--- config.mk ---
export PLATFORM = sky130hd
export DESIGN_NAME = infer_batch_ctrl
export DESIGN_NICKNAME = d
export VERILOG_FILES = /design/src/rtl/infer_batch_ctrl.sv
export SDC_FILE = /design/constraint.sdc
export NUM_CORES = 1
export LEC_CHECK = 0
export CORE_UTILIZATION = 44
export DETAILED_ROUTE_END_ITERATION = 7
export GPL_TIMING_DRIVEN = 0
export PLACE_DENSITY = 0.77
export SYNTH_ARGS = -nofsm -noshare
export SYNTH_HDL_FRONTEND = slang
export SYNTH_SLANG_ARGS = --single-unit
--- constraint.sdc ---
create_clock -name clk -period 2.1 [get_ports clk]
set_clock_uncertainty 0.05 [all_clocks]
set_input_delay 0.42 -clock clk [delete_from_list [all_inputs] [get_ports clk]]
set_output_delay 0.42 -clock clk [all_outputs]
set_load 0.05 [all_outputs]
--- src/rtl/infer_batch_ctrl.sv ---
// infer_batch_ctrl: batch-inference sequencer for the 10-class classifier path.
// For each image it launches the network, waits (bounded) for the comparator's
// ready, then scores the prediction against the label ROM.
//
// state    | meaning
// ---------+---------------------------------------------------------------
// S_IDLE   | parked, waiting for start; counters hold
// S_LAUNCH | one-cycle net_valid pulse for the image at img_addr
// S_WAIT   | waiting for net_ready, bounded by the wait timer
// S_CHECK  | one-cycle scoring of last_predict against label_data
// S_DONE   | batch complete; results hold until the next start
module infer_batch_ctrl #(
  parameter int NUM_IMAGES  = 10000,
  parameter int ADDR_WIDTH  = 14,
  parameter int CLASS_WIDTH = 4,
  parameter int TIMEOUT     = 1024
) (
  input  logic                   clk,
  input  logic                   rst,
  input  logic                   start_i,
  input  logic                   abort_i,
  output logic [ADDR_WIDTH-1:0]  img_addr_o,
  output logic                   net_valid_o,
  input  logic                   net_ready_i,
  input  logic [31:0]            predict_i,
  input  logic [CLASS_WIDTH-1:0] label_data_i,
  output logic                   busy_o,
  output logic                   done_o,
  output logic                   timeout_flag_o,
  output logic [CLASS_WIDTH-1:0] last_predict_o,
  output logic [31:0]            correct_count_o,
  output logic [31:0]            total_count_o
);

  // Wait timer counts down from TIMEOUT-1; terminal count 0 is the last WAIT cycle.
  localparam int TW = (TIMEOUT > 2) ? $clog2(TIMEOUT) : 1;

  typedef enum logic [2:0] {
    S_IDLE,
    S_LAUNCH,
    S_WAIT,
    S_CHECK,
    S_DONE
  } state_t;

  state_t                 state_q;
  logic [TW-1:0]          wait_tmr_q;
  logic                   img_to_q;
  logic [ADDR_WIDTH-1:0]  img_addr_q;
  logic                   net_valid_q;
  logic                   busy_q;
  logic                   done_q;
  logic                   timeout_flag_q;
  logic [CLASS_WIDTH-1:0] last_predict_q;
  logic [31:0]            correct_count_q;
  logic [31:0]            total_count_q;

  logic                   hit_d;
  logic                   last_img_d;
  logic                   unused_predict;

  // Only the class-index bits of the comparator word carry information.
  assign unused_predict = ^predict_i[31:CLASS_WIDTH];

  // Scoring terms for CHECK; a timed-out image never scores.
  always_comb begin
    hit_d      = !img_to_q && (last_predict_q == label_data_i);
    last_img_d = (img_addr_q == ADDR_WIDTH'(NUM_IMAGES - 1));
  end

  // Sequencer FSM with registered outputs; abort overrides every transition.
  always_ff @(posedge clk) begin
    if (rst) begin
      state_q         <= S_IDLE;
      wait_tmr_q      <= '0;
      img_to_q        <= 1'b0;
      img_addr_q      <= '0;
      net_valid_q     <= 1'b0;
      busy_q          <= 1'b0;
      done_q          <= 1'b0;
      timeout_flag_q  <= 1'b0;
      last_predict_q  <= '0;
      correct_count_q <= '0;
      total_count_q   <= '0;
    end else if (abort_i) begin
      state_q     <= S_IDLE;
      net_valid_q <= 1'b0;
      busy_q      <= 1'b0;
      done_q      <= 1'b0;
    end else begin
      case (state_q)
        S_IDLE, S_DONE: begin
          if (start_i) begin
            state_q         <= S_LAUNCH;
            net_valid_q     <= 1'b1;
            busy_q          <= 1'b1;
            done_q          <= 1'b0;
            img_addr_q      <= '0;
            correct_count_q <= '0;
            total_count_q   <= '0;
            timeout_flag_q  <= 1'b0;
          end
        end
        S_LAUNCH: begin
          state_q     <= S_WAIT;
          net_valid_q <= 1'b0;
          wait_tmr_q  <= TW'(TIMEOUT - 1);
          img_to_q    <= 1'b0;
        end
        S_WAIT: begin
          if (net_ready_i) begin
            last_predict_q <= predict_i[CLASS_WIDTH-1:0];
            state_q        <= S_CHECK;
          end else if (wait_tmr_q == '0) begin
            last_predict_q <= '1;
            timeout_flag_q <= 1'b1;
            img_to_q       <= 1'b1;
            state_q        <= S_CHECK;
          end else begin
            wait_tmr_q <= wait_tmr_q - 1'b1;
          end
        end
        S_CHECK: begin
          total_count_q <= total_count_q + 32'd1;
          if (hit_d) correct_count_q <= correct_count_q + 32'd1;
          if (last_img_d) begin
            state_q <= S_DONE;
            busy_q  <= 1'b0;
            done_q  <= 1'b1;
          end else begin
            img_addr_q  <= img_addr_q + 1'b1;
            state_q     <= S_LAUNCH;
            net_valid_q <= 1'b1;
          end
        end
        default: begin
          state_q     <= S_IDLE;
          net_valid_q <= 1'b0;
          busy_q      <= 1'b0;
          done_q      <= 1'b0;
        end
      endcase
    end
  end

  assign img_addr_o      = img_addr_q;
  assign net_valid_o     = net_valid_q;
  assign busy_o          = busy_q;
  assign done_o          = done_q;
  assign timeout_flag_o  = timeout_flag_q;
  assign last_predict_o  = last_predict_q;
  assign correct_count_o = correct_count_q;
  assign total_count_o   = total_count_q;

endmodule

## Word-level counts from Yosys, hierarchy flattened

Index checks and enable logic that the tools add are counted.
Widths: inputs -> output; s select.

- Memories: 0
- Register bits after elaboration: 100
- Bits of input ports: 41
- RAM bits: 0
- Word-level logic and storage cells: 82
- Memory bits (read-only): 0
- Output and inout bits: 86
- Bits in latches: 0

- Add/subtract/negate cells: 4
- Bitwise operators: 3
- $lt $le $gt $ge: 0
- Reduce and logical (&&, ||, !) cells: 21
- Equal/unequal tests: 14
- Divide/modulo/power cells: 0
- Shift operators: 0
- Multiplexer cells: 29
- $mul: 0

Operators by type and width:

| cell | number |
|---|---|
| $pmux 32 s2 | 2 |
| $add 32x1->32 const B | 2 |
| $mux 32 | 2 |
| $mux 14 | 2 |
| $pmux 14 s2 | 1 |
| $mux 10 | 2 |
| $pmux 10 s2 | 1 |
| $reduce_and 4->1 | 4 |
| $add 14x1->14 const B | 1 |
| $eq 14x14->1 const B | 1 |
| $ne 2x2->1 const B | 7 |
| $mux 3 | 4 |
| $pmux 3 s4 | 1 |
| $reduce_and 3->1 | 4 |
| $logic_not 10->1 | 1 |
| $sub 10x1->10 const B | 1 |
| $pmux 1 s3 | 3 |
| $mux 4 | 2 |
| $reduce_bool 2->1 | 4 |
| $mux 1 | 7 |
| $eq 3x2->1 const B | 2 |
| $reduce_or 2->1 | 3 |
| $reduce_and 5->1 | 1 |
| $eq 4x4->1 | 1 |
| other kinds (9) | 12 |

## Logic depth before layout (Yosys ltp)

- Depth in word-level cells: 4
- Depth in mapped cells: 7
- Gate-level depth less buffers: 6

## Worst setup path after synthesis

OpenSTA, ideal clock, no wires.

- Path kind: register -> register
- Start: reg correct_count_q[4], in the netlist correct_count_o[4]
- End: reg correct_count_q[21], in the netlist correct_count_o[21]
- Setup time: 121 ps
- Required time: 1,929 ps
- Arrival time: 2,169 ps
- Path buffers: 0
- Cell stages (with the launch flop): 6
- Clock period less this slack: 2,340 ps
- Setup slack: -240 ps
- Cell sequence: dfxtp_1 -> nand4_4 -> nor4_2 -> nand2_1 -> nor4_1 -> mux2_2

- Cells in the longest elaborated chain, start to end: 3

Ends and longest elaborated chain:

| what | RTL line | source |
|---|---|---|
| start: declaration | 55 | `logic [31:0] correct_count_q;` |
| start signal: assignment | 125 | `if (hit_d) correct_count_q <= correct_count_q + 32'd1;` |
| $add 32x1->32 | 125 |  |
| $mux 32 | 125 |  |
| $pmux 32 s2 | 91 | `case (state_q)` |

Every way passes these cells. The select of a mux whose other input is x is not followed.
A chain may end at the register's enable or synchronous reset.

## Worst setup path after layout

- Start: in label_data_i[1]
- End: reg correct_count_q[29], in the netlist correct_count_o[29]

- Cells in the longest elaborated chain, start to end: 4

Ends and longest elaborated chain:

| what | RTL line | source |
|---|---|---|
| start: declaration | 26 | `input logic [CLASS_WIDTH-1:0] label_data_i,` |
| $eq 4x4->1 | 67 | `hit_d = !img_to_q && (last_predict_q == label_data_i);` |
| $logic_and 1x1->1 | 67 |  |
| $ne 2x2->1 (no source line) | n/a |  |
| $reduce_and 4->1 (no source line) | n/a |  |

Every way passes these cells.

==> impl_results.md <==
- Final Cell Area: roughly 6700 um^2
- Failing checks: setup timing
- # Max-Cap Violations: 0
- Register area: about 2000 um^2
- Fin crit share: 1.00
- Gr usage total: 0.234
- GPL Wtd Cong: 0.895
- Sum of negative setup slack: -0.00701 ns
- Critical-path cell list: clkdlybuf4s50_1 > xor2_1 > nor3_2 > a31oi_4 > buf_6 > or4_1 > a21oi_2
- Num ports: ~130
- Relative slew slack: 0.564
- Distinct cells, synth: 54
- DR vias: 4962
- Warnings, synthesis: 0
- HPWL after DPL: 9480 um
- Final wirelength: 13700 um
- Placed cell areas: 6080 um^2
- Area of the core: 10800 um^2
- Hold wc startpoint: start_i
- CP startpoint kind: primary input
- Lkg Pwr: roughly 2.8 nW
- Critical path type: in -> reg
- R2r setup slk: 0.02 ns
- Final number of setup-violating endpoints: 1
- 1st-pass router iterations: 4
- Slowest stage cell on the critical path: or4_1
- Share of cells above drive strength 1: 0.165
- Share of flip-flops with an asynchronous set or reset: 0
- Netlist Area Pre-Place: between 4000 and 5000 um^2
- Worst Hold Endpoint: net_valid_o
- Crit path DAT: 2.36 ns
- Die Ht: approximately 110 um
- Post-Syn Nets: 636
- Non-Filler Instances: 855
- Max clock buf depth: 2
- Critical path data required time: roughly 2.4 ns
- CP bufs+invs: 2
- DRT iter0 DRCs: 303
- Measured slew at the worst slew-check pin: 0.654 ns
- Root buffer cell: clkbuf_8
- H-tree depth: 3
- CTS Buf Count: 9
- CP top delay family: simple AND/OR/NAND/NOR gates
- FF+latch count, synth: 100
- Worst Hold Slack: ~0.39 ns
- Antenna diode count: 0
- VDD IR max: 361 uV
- DRC Markers: 0
- Worst Hold Path Cells: 3
- Post-layout total power: ~0.0034 W
- Area occupied by multi-input gates: 2990 um^2
- Hold Buf Count CTS: 0
- Final slew viol count: 0
- DR vias/cell: 5.80
- Total gr overflow: 0
- R2R Path Start: correct_count_o[2]
- Starting Density: 0.454
- Number of synthesized flops with an enable pin: 0
- Clock slew at reported path FFs: 0.09 ns
- Status: finished with violations
- Critical Path Sink Type: register
- Worst r2r path cells: 6
- Die area: about 12000 um^2
- Cells after DPL: 827
- Final WS setup: -0.00701 ns
- CP Max Fanout: 10
- Rows: 38
- Top_reg_cell synth: dfxtp_1
- Worst-Skew Late Latency: 0.36 ns
- Fill count: 933
- RSZ-0062 raised after global routing: yes
- Max Fclk: approximately 470 MHz
- CP peak stage delay: 0.53 ns
- FF-to-FF End: correct_count_o[29]
- Pwr per Cell Area: about 510 nW/um^2
- Largest net degree at the start of global routing: 16
- Fin. Hold Viols: 0
- Clk sinks: 100
- Synthesis-to-layout area growth: 36.9%
- Layout Nets: 755
- Initial antenna violation count: 0
- Routed length per instance: 16.0 um
- PortBufs: 96
- Die width: 108 um
- CTS tree: done
- Mapped Avg Cell Area: 8.32 um^2
- DRT antenna net count: 0
- Hold WC Path Type: in -> reg
- Vias in the first global route: roughly 4.6k
- Post-Synthesis Cells: 591
- Minimum clock period: 2.11 ns
- First-pass GRT wire length: 21800 um
- Sequential share of the synthesized area: 0.407
==> worst min-delay path, cell delays in order <==
cell            delay [ns]
dlymetal6s2s_1        0.18
nand2_1               0.08
a31oi_1               0.07
==> power breakdown <==
part | internal (W) | switching (W)
combinational | 0.000117 | 0.000204
sequential | 0.00191 | 0.0000215
clock | 0.000523 | 0.000646
total | 0.00255 | 0.000871
==> cell families after synthesis <==
kind of cell,count (synthesis),share of synthesized area
compound gates,114,0.142
xor+xnor,43,0.0766
fa+ha+maj,4,0.0102
buf+inv,50,0.0402
flops,100,0.407
mux,5,0.0104
simple gates,275,0.314
==> layout by cell type (no fill, tap or decap), drive strengths merged, types with 19 or more instances in the layout <==
cell           count
clkdlybuf4s50     45
dlymetal6s2s      30
or3               19
clkbuf            29
a21oi             48
xnor2             23
dlygate4sd2       21
nand2             41
nor3              24
nand3             26
nor4              27
dfxtp            100
xor2              20
nor2              62
buf               27
o21ai             21
==> per-layer routing <==
metal,part of all wire,vias to the layer above,GRT usage
met5,0,-,0
met4,0.013,0,0.0851
met3,0.053,18,0.0436
met2,0.50,160,0.391
met1,0.43,2381,0.298
li1,-,2403,-
==> sequential cells by signal, indices dropped and copies added, names as in the netlist <==
register,cells
total_count_o,32
img_to_q,1
wait_tmr_q,10
busy_o,1
done_o,1
timeout_flag_o,1
net_valid_o,1
state_q,3
last_predict_o,4
correct_count_o,32
img_addr_o,14
==> cells in the mapped netlist, drive strengths merged, types with 4 or more instances <==
cell    instances  area share
o21ai          21       0.021
mux2i           4      0.0081
and4            9       0.016
o31ai          17       0.026
o31a            4      0.0074
inv            18       0.014
nor2           62       0.047
a31oi           6      0.0076
nor4           27       0.039
or4            18       0.027
and2            6      0.0076
xor2           20       0.036
nor3           24       0.024
nand2          41       0.031
o211ai          5      0.0076
nand4          16       0.023
xnor2          23       0.041
clkbuf         21       0.016
nand3          26       0.026
and3            6      0.0076
dfxtp         100        0.41
o21a            4      0.0061
a21oi          48       0.049
ha              4       0.010
buf            11       0.010
or3            19       0.025
==> worst max path at each step <==
stage	startpoint	endpoint	slack, ns	cells past startpoint
6_report	label_data_i[1]	correct_count_o[29]	-0.007	7
5_1_grt	label_data_i[1]	correct_count_o[21]	-0.04	7
4_1_cts	label_data_i[1]	correct_count_o[29]	-0.01	7
3_5_place_dp	start_i	correct_count_o[27]	-0.80	6
3_3_place_gp	start_i	total_count_o[16]	-0.75	6
2_1_floorplan	correct_count_o[4]	correct_count_o[21]	0.001	5
==> final cells by class <==
cell class / instances / share of cell area
multi-input cells: 441 / 0.444
flip-flops and latches: 100 / 0.301
repair buffers: 109 / 0.165
well taps: 140 / 0.0260
plain buffers: 31 / 0.0256
clock buffers: 12 / 0.0245
inverters: 18 / 0.0100
clock inverters: 4 / 0.00335
==> per-stage QoR <==
step / setup slack, ns / util
after CTS: -0.0120 / 0.594
after floorplan: 0.00136 / -
after detailed placement: -0.802 / 0.561
after global placement: -0.755 / 0.561
final: -0.00701 / 0.621
after global routing: -0.0400 / 0.621
==> what timing repair did <==
| item | 4_1_cts | 5_1_grt |
|---|---|---|
| endpoints found under the setup margin | 106 | 100 |
| endpoints found under the hold margin | 0 | 0 |
| resized for setup | 57 | 75 |
| buffers inserted | 4 | 9 |
| pin swaps | 1 | 8 |
(Power assumes the default switching activity.)
